===== src/rtl/bp_aes_subbytes_seq.sv =====
// bp_aes_subbytes_seq: sequential AES SubBytes/InvSubBytes over LANES shared S-boxes.
// bp_aes_sbox shares one GF(2^8) inverter between the forward and inverse paths.
module bp_aes_sbox (
  input  logic [7:0] din,
  input  logic       inv,
  output logic [7:0] dout
);
  function automatic logic [7:0] gmul(input logic [7:0] a, input logic [7:0] b);
    logic [7:0] p;
    logic [7:0] x;
    p = '0;
    x = a;
    for (int k = 0; k < 8; k++) begin
      p = p ^ (b[k] ? x : 8'h00);
      x = {x[6:0], 1'b0} ^ (x[7] ? 8'h1b : 8'h00);
    end
    return p;
  endfunction

  function automatic logic [7:0] rotl(input logic [7:0] a, input int n);
    logic [15:0] d;
    d = {a, a} << n;
    return d[15:8];
  endfunction

  logic [7:0] pre, x2, x3, x6, x12, x15, x240, x252, x254;

  // inverse undoes the affine map first, forward applies it after inversion
  assign pre  = inv ? rotl(din, 1) ^ rotl(din, 3) ^ rotl(din, 6) ^ 8'h05 : din;
  assign x2   = gmul(pre, pre);
  assign x3   = gmul(x2, pre);
  assign x6   = gmul(x3, x3);
  assign x12  = gmul(x6, x6);
  assign x15  = gmul(x12, x3);
  assign x240 = gmul(gmul(gmul(gmul(x15, x15), gmul(x15, x15)), gmul(gmul(x15, x15), gmul(x15, x15))),
                     gmul(gmul(gmul(x15, x15), gmul(x15, x15)), gmul(gmul(x15, x15), gmul(x15, x15))));
  assign x252 = gmul(x240, x12);
  assign x254 = gmul(x252, x2);
  assign dout = inv ? x254 : x254 ^ rotl(x254, 1) ^ rotl(x254, 2) ^ rotl(x254, 3) ^ rotl(x254, 4) ^ 8'h63;
endmodule

module bp_aes_subbytes_seq #(
  parameter int LANES = 1
) (
  input  logic         clock,
  input  logic         resetn,
  input  logic         req_valid,
  output logic         req_ready,
  input  logic         req_inv,
  input  logic [127:0] req_data,
  output logic         rsp_valid,
  input  logic         rsp_ready,
  output logic         rsp_inv,
  output logic [127:0] rsp_data,
  output logic         busy
);
  localparam int N  = 16 / LANES;
  localparam int IW = N > 1 ? $clog2(N) : 1;
  localparam int W  = 8 * LANES;

  typedef enum logic [1:0] {IDLE, RUN, DONE} fsm_t;

  fsm_t          fsm_q, fsm_d;
  logic [127:0]  state_q;
  logic          inv_q;
  logic [IW-1:0] idx_q;
  logic [7:0]    base;
  logic [W-1:0]  lane_in, lane_out;
  logic          last;

  assign base    = 8'(idx_q) * 8'(W);
  assign lane_in = state_q[base +: W];
  assign last    = idx_q == IW'(N - 1);

  for (genvar i = 0; i < LANES; i++) begin : g_lane
    bp_aes_sbox u_sbox (.din(lane_in[8*i +: 8]), .inv(inv_q), .dout(lane_out[8*i +: 8]));
  end

  always_comb begin
    fsm_d = fsm_q;
    unique case (fsm_q)
      IDLE:    fsm_d = req_valid ? RUN : IDLE;
      RUN:     fsm_d = last ? DONE : RUN;
      DONE:    fsm_d = rsp_ready ? IDLE : DONE;
      default: fsm_d = IDLE;
    endcase
  end

  always_ff @(posedge clock or negedge resetn) begin
    if (!resetn) begin
      fsm_q   <= IDLE;
      state_q <= '0;
      inv_q   <= 1'b0;
      idx_q   <= '0;
    end else begin
      fsm_q <= fsm_d;
      if (fsm_q == IDLE && req_valid) begin
        state_q <= req_data;
        inv_q   <= req_inv;
        idx_q   <= '0;
      end else if (fsm_q == RUN) begin
        state_q[base +: W] <= lane_out;
        idx_q              <= last ? '0 : idx_q + 1'b1;
      end
    end
  end

  assign req_ready = fsm_q == IDLE;
  assign rsp_valid = fsm_q == DONE;
  assign busy      = fsm_q != IDLE;
  assign rsp_data  = state_q;
  assign rsp_inv   = inv_q;
endmodule


===== config.mk =====
export PLATFORM = sky130hd
export DESIGN_NAME = bp_aes_subbytes_seq
export DESIGN_NICKNAME = d
export VERILOG_FILES = /design/src/rtl/bp_aes_subbytes_seq.sv
export SDC_FILE = /design/constraint.sdc
export NUM_CORES = 1
export LEC_CHECK = 0
export ABC_CLOCK_PERIOD_IN_PS = 34300
export CAP_MARGIN = 20
export CORE_MARGIN = 8
export CORE_UTILIZATION = 40
export DETAILED_ROUTE_END_ITERATION = 10
export MAX_ROUTING_LAYER = met4
export PLACE_DENSITY = 0.61
export SYNTH_ARGS = -nofsm -noshare
export SYNTH_HDL_FRONTEND = slang
export SYNTH_SLANG_ARGS = --single-unit

===== constraint.sdc =====
create_clock -name clock -period 34.3 [get_ports clock]
set_input_delay 8.575 -clock clock [delete_from_list [all_inputs] [get_ports clock]]
set_output_delay 8.575 -clock clock [all_outputs]
set_load 0.05 [all_outputs]

==> results of run 1 <==
-- metrics by stage --
step / area, um2 / hold slack (ns) / instances
after floorplan: 23700 / 0.636 / 2709
after global placement: 26600 / 0.520 / 3607
after detailed placement: 26600 / 0.524 / 3609
after CTS: 27200 / 0.540 / 3641
after global routing: 27300 / 0.566 / 3652
final: 27300 / 0.543 / 3652
-- path summary, 6_finish.rpt --
| path | from | endpoint | slack (ns) | cells past startpoint |
|---|---|---|---|---|
| setup / recovery | idx_q[0] | rsp_data[119] | 2.40 | 89 |
| hold / removal | rsp_data[48] | rsp_data[48] | 0.54 | 2 |
| setup reg to reg | idx_q[0] | rsp_data[119] | 2.40 | 89 |
| hold reg to reg | rsp_data[48] | rsp_data[48] | 0.54 | 2 |
| max in group asynchronous | resetn | idx_q[0] | 24.97 | 2 |
| min in group asynchronous | resetn | rsp_data[26] | 8.14 | 1 |
-- registers in the layout, indices dropped and copies added, names as in the netlist --
signal / count
rsp_data: 128
fsm_q: 2
idx_q: 4
rsp_inv: 1
-- area by class of cell --
class / count / area [um2] / area share, %
antenna: 7 / 17.5 / 0.0642
clock buffer: 18 / 439 / 1.61
clock inverter: 14 / 130 / 0.477
inverter: 63 / 241 / 0.885
multi-input combinational: 2341 / 19200 / 70.2
sequential: 135 / 3380 / 12.4
tap: 773 / 967 / 3.55
timing repair buffer: 301 / 2950 / 10.8
-- routing by layer --
layer | track usage, % | vias to the layer above | routed length [um]
li1 | - | 10200 | -
met1 | 32.4 | 11000 | 35500
met2 | 41.6 | 1025 | 42300
met3 | 2.84 | 166 | 5560
met4 | 8.64 | 0 | 2880
met5 | - | - | 0
-- worst max-delay path, delay by kind of cell, from the launching register on --
kind | cells | cell delay (ns)
buffers and inverters | 10 | 2.83
DFF | 1 | 0.78
and+or+nand+nor | 13 | 3.77
AOI/OAI and AO/OA | 16 | 4.34
adders and majority gates | 10 | 4.80
xor gates and xnor gates | 38 | 14.55
muxes | 2 | 0.60
-- cell usage in the layout, fill, tap and decap left out, drive strengths merged, types with 15 or more instances in the layout --
master	count
a21o	16
clkdlybuf4s50	263
xor3	16
nand2b	15
a31oi	31
nor2	277
and2	15
o31ai	16
inv	70
or3	28
nor3	92
xor2	113
a21oi	93
o21ai	223
xnor3	128
o22ai	18
mux4	28
dfrtp	135
o211ai	35
nand3	63
xnor2	355
ha	51
a22oi	154
nor2b	15
and3	24
a211oi	33
buf	38
clkbuf	18
nand4	20
mux2i	57
nand2	232
-- kinds of logic after synthesis --
family	count (synthesis)
AOI/OAI and AO/OA	753
xor gates and xnor gates	612
adders and majority gates	51
buffers and inverters	233
DFF	135
muxes	94
and+or+nand+nor	831
==> flow_metrics.tcl, run 1 <==
set metrics [dict create \
    synthMuxAreaShare_pct 5.66 \
    h-tree-depth 4 \
    hold_class "register to register" \
    preCtsSetupSlack_ns 2.39 \
    io_pins 265 \
    clock-sinks 135 \
    area_growth_pct 15.1 \
    finalCritPeriodShare_pct 93.0 \
    clkTransAtPathRegs_ns 0.07 \
    netlist.area_leader.share_pct 14.3 \
    cts_buffers 17 \
    startpoint_type "register" \
    routed_wl_mm 86.2 \
    fin_skew_ns 0.0150 \
    post-cts-setup-buffers 0 \
    yosys.area_share.adder_pct 2.69 \
    max-cap-violations 0 \
    start_util_pct 40.3 \
    fmax_ghz 0.0313 \
    outcome "finished clean" \
    criticalPathCategory "register to register" \
    io_buffer_count 264 \
    gp_congestion 0.957 \
    seq_area_frac_synth_pct 14.3 \
    slowest_stage "xor2_2" \
    end_kind "register" \
    synth_edf_count 0 \
    worst_pin_slew_ns 1.14 \
    fillCellCount 5676 \
    routedWlPerCell_um 23.6 \
    clkLatencyLatePin_ns 0.44 \
    yosys.area_share.simple_pct 16.5 \
    slew_viol_final 0 \
    post-dp-hpwl_mm 65.6 \
    synth_top_family_by_area "XOR/XNOR gates" \
    period_needed_ns 31.90 \
    cts_tree "yes" \
    yosysTopAreaCell "dfrtp_1" \
    vias 22400 \
    ctsResizeCount 0 \
    finalHoldViolations 0 \
    drt_iter0_drc 2326 \
    die_height_um 259 \
    synth_common_cells "xnor2_1, nor2_1, nand2_1, a22oi_1, o21ai_1" \
    fin_ws_ns 2.40 \
    setup_viol 0 \
    die_area_um2 67300 \
    die_w_um 259 \
    grt_pass1_wl_mm 133 \
    cp.arrival_ns 32.17 \
    synth_cell_types 120 \
    antenna_found_initial 7 \
    drc_errors 0 \
    synthXorXnorAreaFrac_pct 34.1 \
    grt_usage_pct 25.4 \
    netlist_instances 2709 \
    overflow 0 \
    syn_area_um2 23700 \
    first_pass_iters 8 \
    antenna_left 0 \
    finalSetupTns_ns 0 \
    slew_headroom_pct 23.8 \
    cts_max_path_buffers 2 \
    rows 89 \
    synth_ff_type "dfrtp_1" \
    yosys_warnings 0 \
    grt_max_degree 91 \
    syn_nets 2893 \
    vias_per_cell 6.13 \
    synth-async-reset-ratio_pct 100 \
    critPathMaxStageDelay_ns 0.85 \
    drive_gt1_share_pct 10.6 \
    synth.avg_cell_area_um2 8.75 \
    rsz0062_at_grt "no" \
    holdBufCountCts 0 \
    synth_compound_area_share_pct 21.8 \
    cp_max_fo 31 \
    core_area_um2 58800 \
    worstPathRequired_ns 34.57 \
    root_buffer "clkbuf_16" \
    postLayoutCoreUtil_pct 46.4 \
    grt_pass1_vias 21800 \
    fin_nets 3043 \
    synth_seq_cells 135 \
    synth.most_common_cell "xnor2_1" \
    synth_area_leaders "dfrtp_1, xnor2_1, xnor3_1" \
]
Power of run 1 is left out: the tool's default activity adds up to more than one toggle a clock period on the data nets, which glitch-free logic cannot reach.
==> run 2: changes to the inputs <==
--- a/config.mk
+++ b/config.mk
@@ -10,8 +10,8 @@
 export CORE_MARGIN = 8
 export CORE_UTILIZATION = 40
 export DETAILED_ROUTE_END_ITERATION = 10
-export MAX_ROUTING_LAYER = met4
 export PLACE_DENSITY = 0.61
 export SYNTH_ARGS = -nofsm -noshare
 export SYNTH_HDL_FRONTEND = slang
+export SYNTH_HIERARCHICAL = 1
 export SYNTH_SLANG_ARGS = --single-unit
==> flow_metrics.tcl, run 2 <==
set metrics [dict create \
    die_w_um 255 \
    rsz0062_at_grt "no" \
    rr_worst_depth 95 \
    r2r_end "rsp_data[85]" \
    preCtsSetupSlack_ns 1.90 \
    syn_area_um2 22800 \
    synth_edf_count 0 \
    startpoint "idx_q[0]" \
    hold_class "register to register" \
    routed_wl_mm 81.3 \
    fillCellCount 5473 \
    setup_viol 0 \
    syn_nets 2770 \
    postLayoutCoreUtil_pct 47.1 \
    cts_tree "yes" \
    worstPathRequired_ns 34.65 \
    io_pins 265 \
    h-tree-depth 4 \
    grt_max_degree 91 \
    reg2reg_slack_ns 1.92 \
    cp_max_fo 31 \
    area_growth_pct 16.3 \
    grt_usage_pct 24.3 \
    fin_skew_ns 0.0107 \
    io_buffer_count 264 \
    rows 87 \
    overflow 0 \
    fin_nets 2920 \
    synth_ff_type "dfrtp_1" \
    root_buffer "clkbuf_16" \
    synth_seq_cells 135 \
    critPathMaxStageDelay_ns 0.90 \
    yosysTopAreaCell "dfrtp_1" \
    r2r-start "idx_q[0]" \
    vias 20700 \
    cts_buffers 17 \
    synth_common_cells "nor2_1, xnor2_1, nand2_1, dfrtp_1, xor2_1" \
    outcome "finished clean" \
    die_height_um 255 \
    fin_area_um2 26500 \
    holdBufCountCts 0 \
    synth.avg_cell_area_um2 8.81 \
    clkTransAtPathRegs_ns 0.06 \
    drive_gt1_share_pct 10.8 \
    ctsResizeCount 0 \
    startpoint_type "register" \
    criticalPathCategory "register to register" \
    start_util_pct 40.5 \
    die_area_um2 64900 \
    layout_commonest_cell "nor2_1" \
    finalCritPeriodShare_pct 94.4 \
    gp_congestion 0.922 \
    grt_pass1_wl_mm 124 \
    clock-sinks 135 \
    seq_area_frac_synth_pct 14.8 \
    slew_viol_final 0 \
    core_area_um2 56400 \
    slowest_stage "dfrtp_2" \
    netlist_instances 2589 \
    antenna_left 0 \
    post-cts-setup-buffers 0 \
    vias_per_cell 5.88 \
    synth_area_leaders "dfrtp_1, xnor2_1, xnor3_1" \
    clkLatencyLatePin_ns 0.44 \
    finalHoldViolations 0 \
    path_common_cell "xnor3_1" \
    antenna_found_initial 2 \
    drc_errors 0 \
    post-dp-hpwl_mm 61.7 \
    synth-async-reset-ratio_pct 100 \
    endpoint "rsp_data[85]" \
    largest_reg_flops 128 \
    grt_pass1_vias 20000 \
    fin_ws_ns 1.92 \
    final_cell_mix "nor2_1, xnor2_1, clkdlybuf4s50_1" \
    netlist.area_leader.share_pct 14.8 \
    end_kind "register" \
    place_area_um2 25900 \
    synth.most_common_cell "nor2_1" \
    routedWlPerCell_um 23.2 \
    period_needed_ns 32.38 \
    cp.arrival_ns 32.74 \
    first_pass_iters 8 \
    drt_iter0_drc 2037 \
    worst_pin_slew_ns 1.23 \
    cts_max_path_buffers 2 \
    synth_cell_types 112 \
    fmax_ghz 0.0309 \
    finalSetupTns_ns 0 \
    slew_headroom_pct 16.6 \
    yosys_warnings 6 \
    max-cap-violations 0 \
]
## run 2: area by class of cell
cell class                      instances  area (um2)  share of cell area, %
Antenna cell                            2        5.00                 0.0189
Clock inverter                         11         145                  0.547
Clock buffer                           21         470                   1.77
Multi-Input combinational cell       2196       18300                   69.0
Tap cell                              756         946                   3.57
Timing Repair Buffer                  307        2960                   11.2
Inverter                               82         313                   1.18
Sequential cell                       135        3380                   12.7
## run 2: worst max-delay path: cells and delay by family, from the launching register on
family | cells | cell delay, ns
AND/OR/NAND/NOR | 17 | 3.86
buffers and inverters | 13 | 3.43
adder cells (fa/ha/maj) | 10 | 4.88
multiplexers | 3 | 1.01
XOR/XNOR | 40 | 14.73
flip-flops | 1 | 0.90
AO/OA/AOI/OAI | 12 | 3.35
## run 2: worst min-delay path by stage
stage | start | endpoint | slack (ns) | cells after the start
6_report | rsp_data[121] | rsp_data[121] | 0.54 | 1
2_1_floorplan | fsm_q[1] | idx_q[0] | 0.66 | 3
3_5_place_dp | rsp_data[61] | rsp_data[61] | 0.53 | 1
3_3_place_gp | rsp_data[88] | rsp_data[88] | 0.52 | 1
4_1_cts | rsp_data[61] | rsp_data[61] | 0.54 | 1
5_1_grt | rsp_data[61] | rsp_data[61] | 0.56 | 1
## run 2: layer usage
layer | vias to the layer above | track usage (%) | part of all wire (%)
li1 | 9384 | - | -
met1 | 10200 | 31.6 | 40
met2 | 948 | 41.1 | 49
met3 | 154 | 3.69 | 7.4
met4 | 0 | 7.99 | 3.5
met5 | - | 0 | 0
## run 2: cells by family after synthesis
family | Yosys count | synth area share [%]
flip-flops | 135 | 14.8
AO/OA/AOI/OAI | 511 | 16.3
adder cells (fa/ha/maj) | 48 | 2.63
multiplexers | 154 | 8.74
XOR/XNOR | 643 | 35.8
AND/OR/NAND/NOR | 840 | 16.6
buffers and inverters | 258 | 5.12
## run 2: stage by stage
stage,cells,hold WS [ns]
finish,3510,0.543
global route,3510,0.556
CTS,3506,0.541
detailed placement,3474,0.527
global placement,3473,0.521
floorplan,2589,0.660
Power of run 2 is left out for the same reason.
==> variant, RTL diff (flow settings as in run 1) <==
Reset style: synchronous (`resetn`), changed in one clocked block.
--- a/src/rtl/bp_aes_subbytes_seq.sv
+++ b/src/rtl/bp_aes_subbytes_seq.sv
@@ -88,3 +88,3 @@
 
-  always_ff @(posedge clock or negedge resetn) begin
+  always_ff @(posedge clock) begin
     if (!resetn) begin
Function: changed (Yosys sat finds a counterexample within 4 cycles, from zero or initial values and one cycle with resetn low; the reset may be asserted at any time).
==> variant against run 1 <==
- setup slack worse by 0.39 ns
- routed wire length grew 0.52%
- die area is 2.5% lower
- first-iteration DRC count is 3.6% lower
- design area is 1.5% lower
- sequential share of layout area shrank 2.3 points
- sequential cell count unchanged
- synthesized area down 2.7%
Power is left out: the tool's default activity adds up to more than one toggle a clock period on the data nets, which glitch-free logic cannot reach.
==> variant: results (changes against run 1) <==
* Run status: completed
* Met1 GRT Util at 0.322 (-0.00248)
* TritonRoute pass-1 iters at 7 (-1)
* WHS Path Cells at 1 (-1)
* GP Congestion at 0.955 (-0.21%)
* Largest cells by area after synthesis: xnor2_1 13%, dfxtp_1 12%, xnor3_1 9.9%
* Top-area cell type share of the netlist area at 0.134 (-0.00885)
* Final nets at 3,114 (+2.3%)
* Post-Synthesis Net Count at 2,979 (+3.0%)
* Worst slew margin at 0.210 (-0.0276)
* Worst-path fanout max at 26 (-16%)
* Seq/Total Area, Yosys at 0.117 (-0.0253)
* Most used DFF post-synth: dfxtp_1
* First-pass GRT wire length at 134 mm (+0.70%)
* Reg2reg path depth at 91 (+2.2%)
* HP Start: fsm_q[1]$_SDFF_PN0_
* Asr flop ratio synth at 0 (-1.00)
* Initial antenna violation count at 0 (-7)
* Final WL at 86.7 mm (+0.52%)
* Met3 usage at 0.0350 (+0.00661)
* DP HPWL at 65.5 mm (about the same)
* Vias per cell at 6.12 (-0.21%)
* Final Skew at 0.0114 ns (-0.00360 ns)
* Number of global-route vias before repair at 22,300 (+2.3%)
* Port Buffers at 264 (unchanged)
* Proportion of layout cells with a drive suffix above 1 at 0.0873 (-0.0189)
* Largest net degree at the start of global routing at 90 (-1.1%)
* Critical Path AT at 32.59 ns (+0.42 ns)
* Reg2reg start: idx_q[2]$_SDFFE_PP0P_
* Crit path max-delay cell type: dfxtp_2
* Yosys cell types at 112 (-6.7%)
* Inserted Diodes at 0 (-7)
* Post-synth top cells: 352 x xnor2_1, 284 x nor2_1, 225 x nand2_1
* Met2 global-route usage at 0.428 (+0.0122)
* Overall Global Routing Usage at 0.258 (+0.00396)
-- variant: cell type report --
cell class                      instances  area, um2
Fill cell                            5552      30500
Multi-Input combinational cell       2382      19300
Clock buffer                           17        425
Timing Repair Buffer                  310       3000
Sequential cell                       135       2710
Inverter                               84        320
Clock inverter                         15        191
Tap cell                              765        957
-- variant: worst max-delay path: cells and delay by family, from the launching register on --
family / cells / cell delay (ns)
buf+inv: 11 / 3.04
compound gates: 12 / 3.28
xor+xnor: 36 / 14.70
simple gates: 18 / 3.69
flops: 1 / 0.85
mux: 5 / 2.14
fa+ha+maj: 9 / 4.36
-- variant: through the flow --
step | hold WS [ns] | cell area (um2) | std cells | worst slack [ns]
3_5_place_dp | 0.499 | 26100 | 3672 | 1.86
3_3_place_gp | 0.484 | 26100 | 3672 | 2.18
4_1_cts | 0.506 | 26800 | 3704 | 1.67
2_1_floorplan | 0.460 | 23100 | 2795 | 7.96
5_1_grt | 0.566 | 26900 | 3708 | 0.0467
6_report | 0.510 | 26900 | 3708 | 2.01
-- variant: layer usage --
| layer | vias up | wire length (um) |
|---|---|---|
| li1 | 10500 | - |
| met1 | 10900 | 36000 |
| met2 | 1174 | 41300 |
| met3 | 208 | 6230 |
| met4 | 0 | 3120 |
| met5 | - | 0 |
-- variant: repair_timing --
| action | 4_1_cts | 5_1_grt |
|---|---|---|
| setup buffers | 0 | 0 |
| endpoints found under the hold margin | 0 | 0 |
| endpoints found under the setup margin | 0 | 126 |
| gates resized for setup | 0 | 6 |
-- variant: logic make-up after synthesis --
family,share of synthesized area
compound gates,0.219
mux,0.0663
flops,0.117
xor+xnor,0.340
fa+ha+maj,0.0277
simple gates,0.177
buf+inv,0.0526
-- variant: final timing paths --
| kind | endpoint | slack [ns] |
|---|---|---|
| hold reg to reg | fsm_q[0]$_SDFF_PN0_ | 0.51 |
| setup / recovery | rsp_data[67]$_SDFFE_PN0P_ | 2.01 |
| hold / removal | fsm_q[0]$_SDFF_PN0_ | 0.51 |
| setup reg to reg | rsp_data[67]$_SDFFE_PN0P_ | 2.01 |
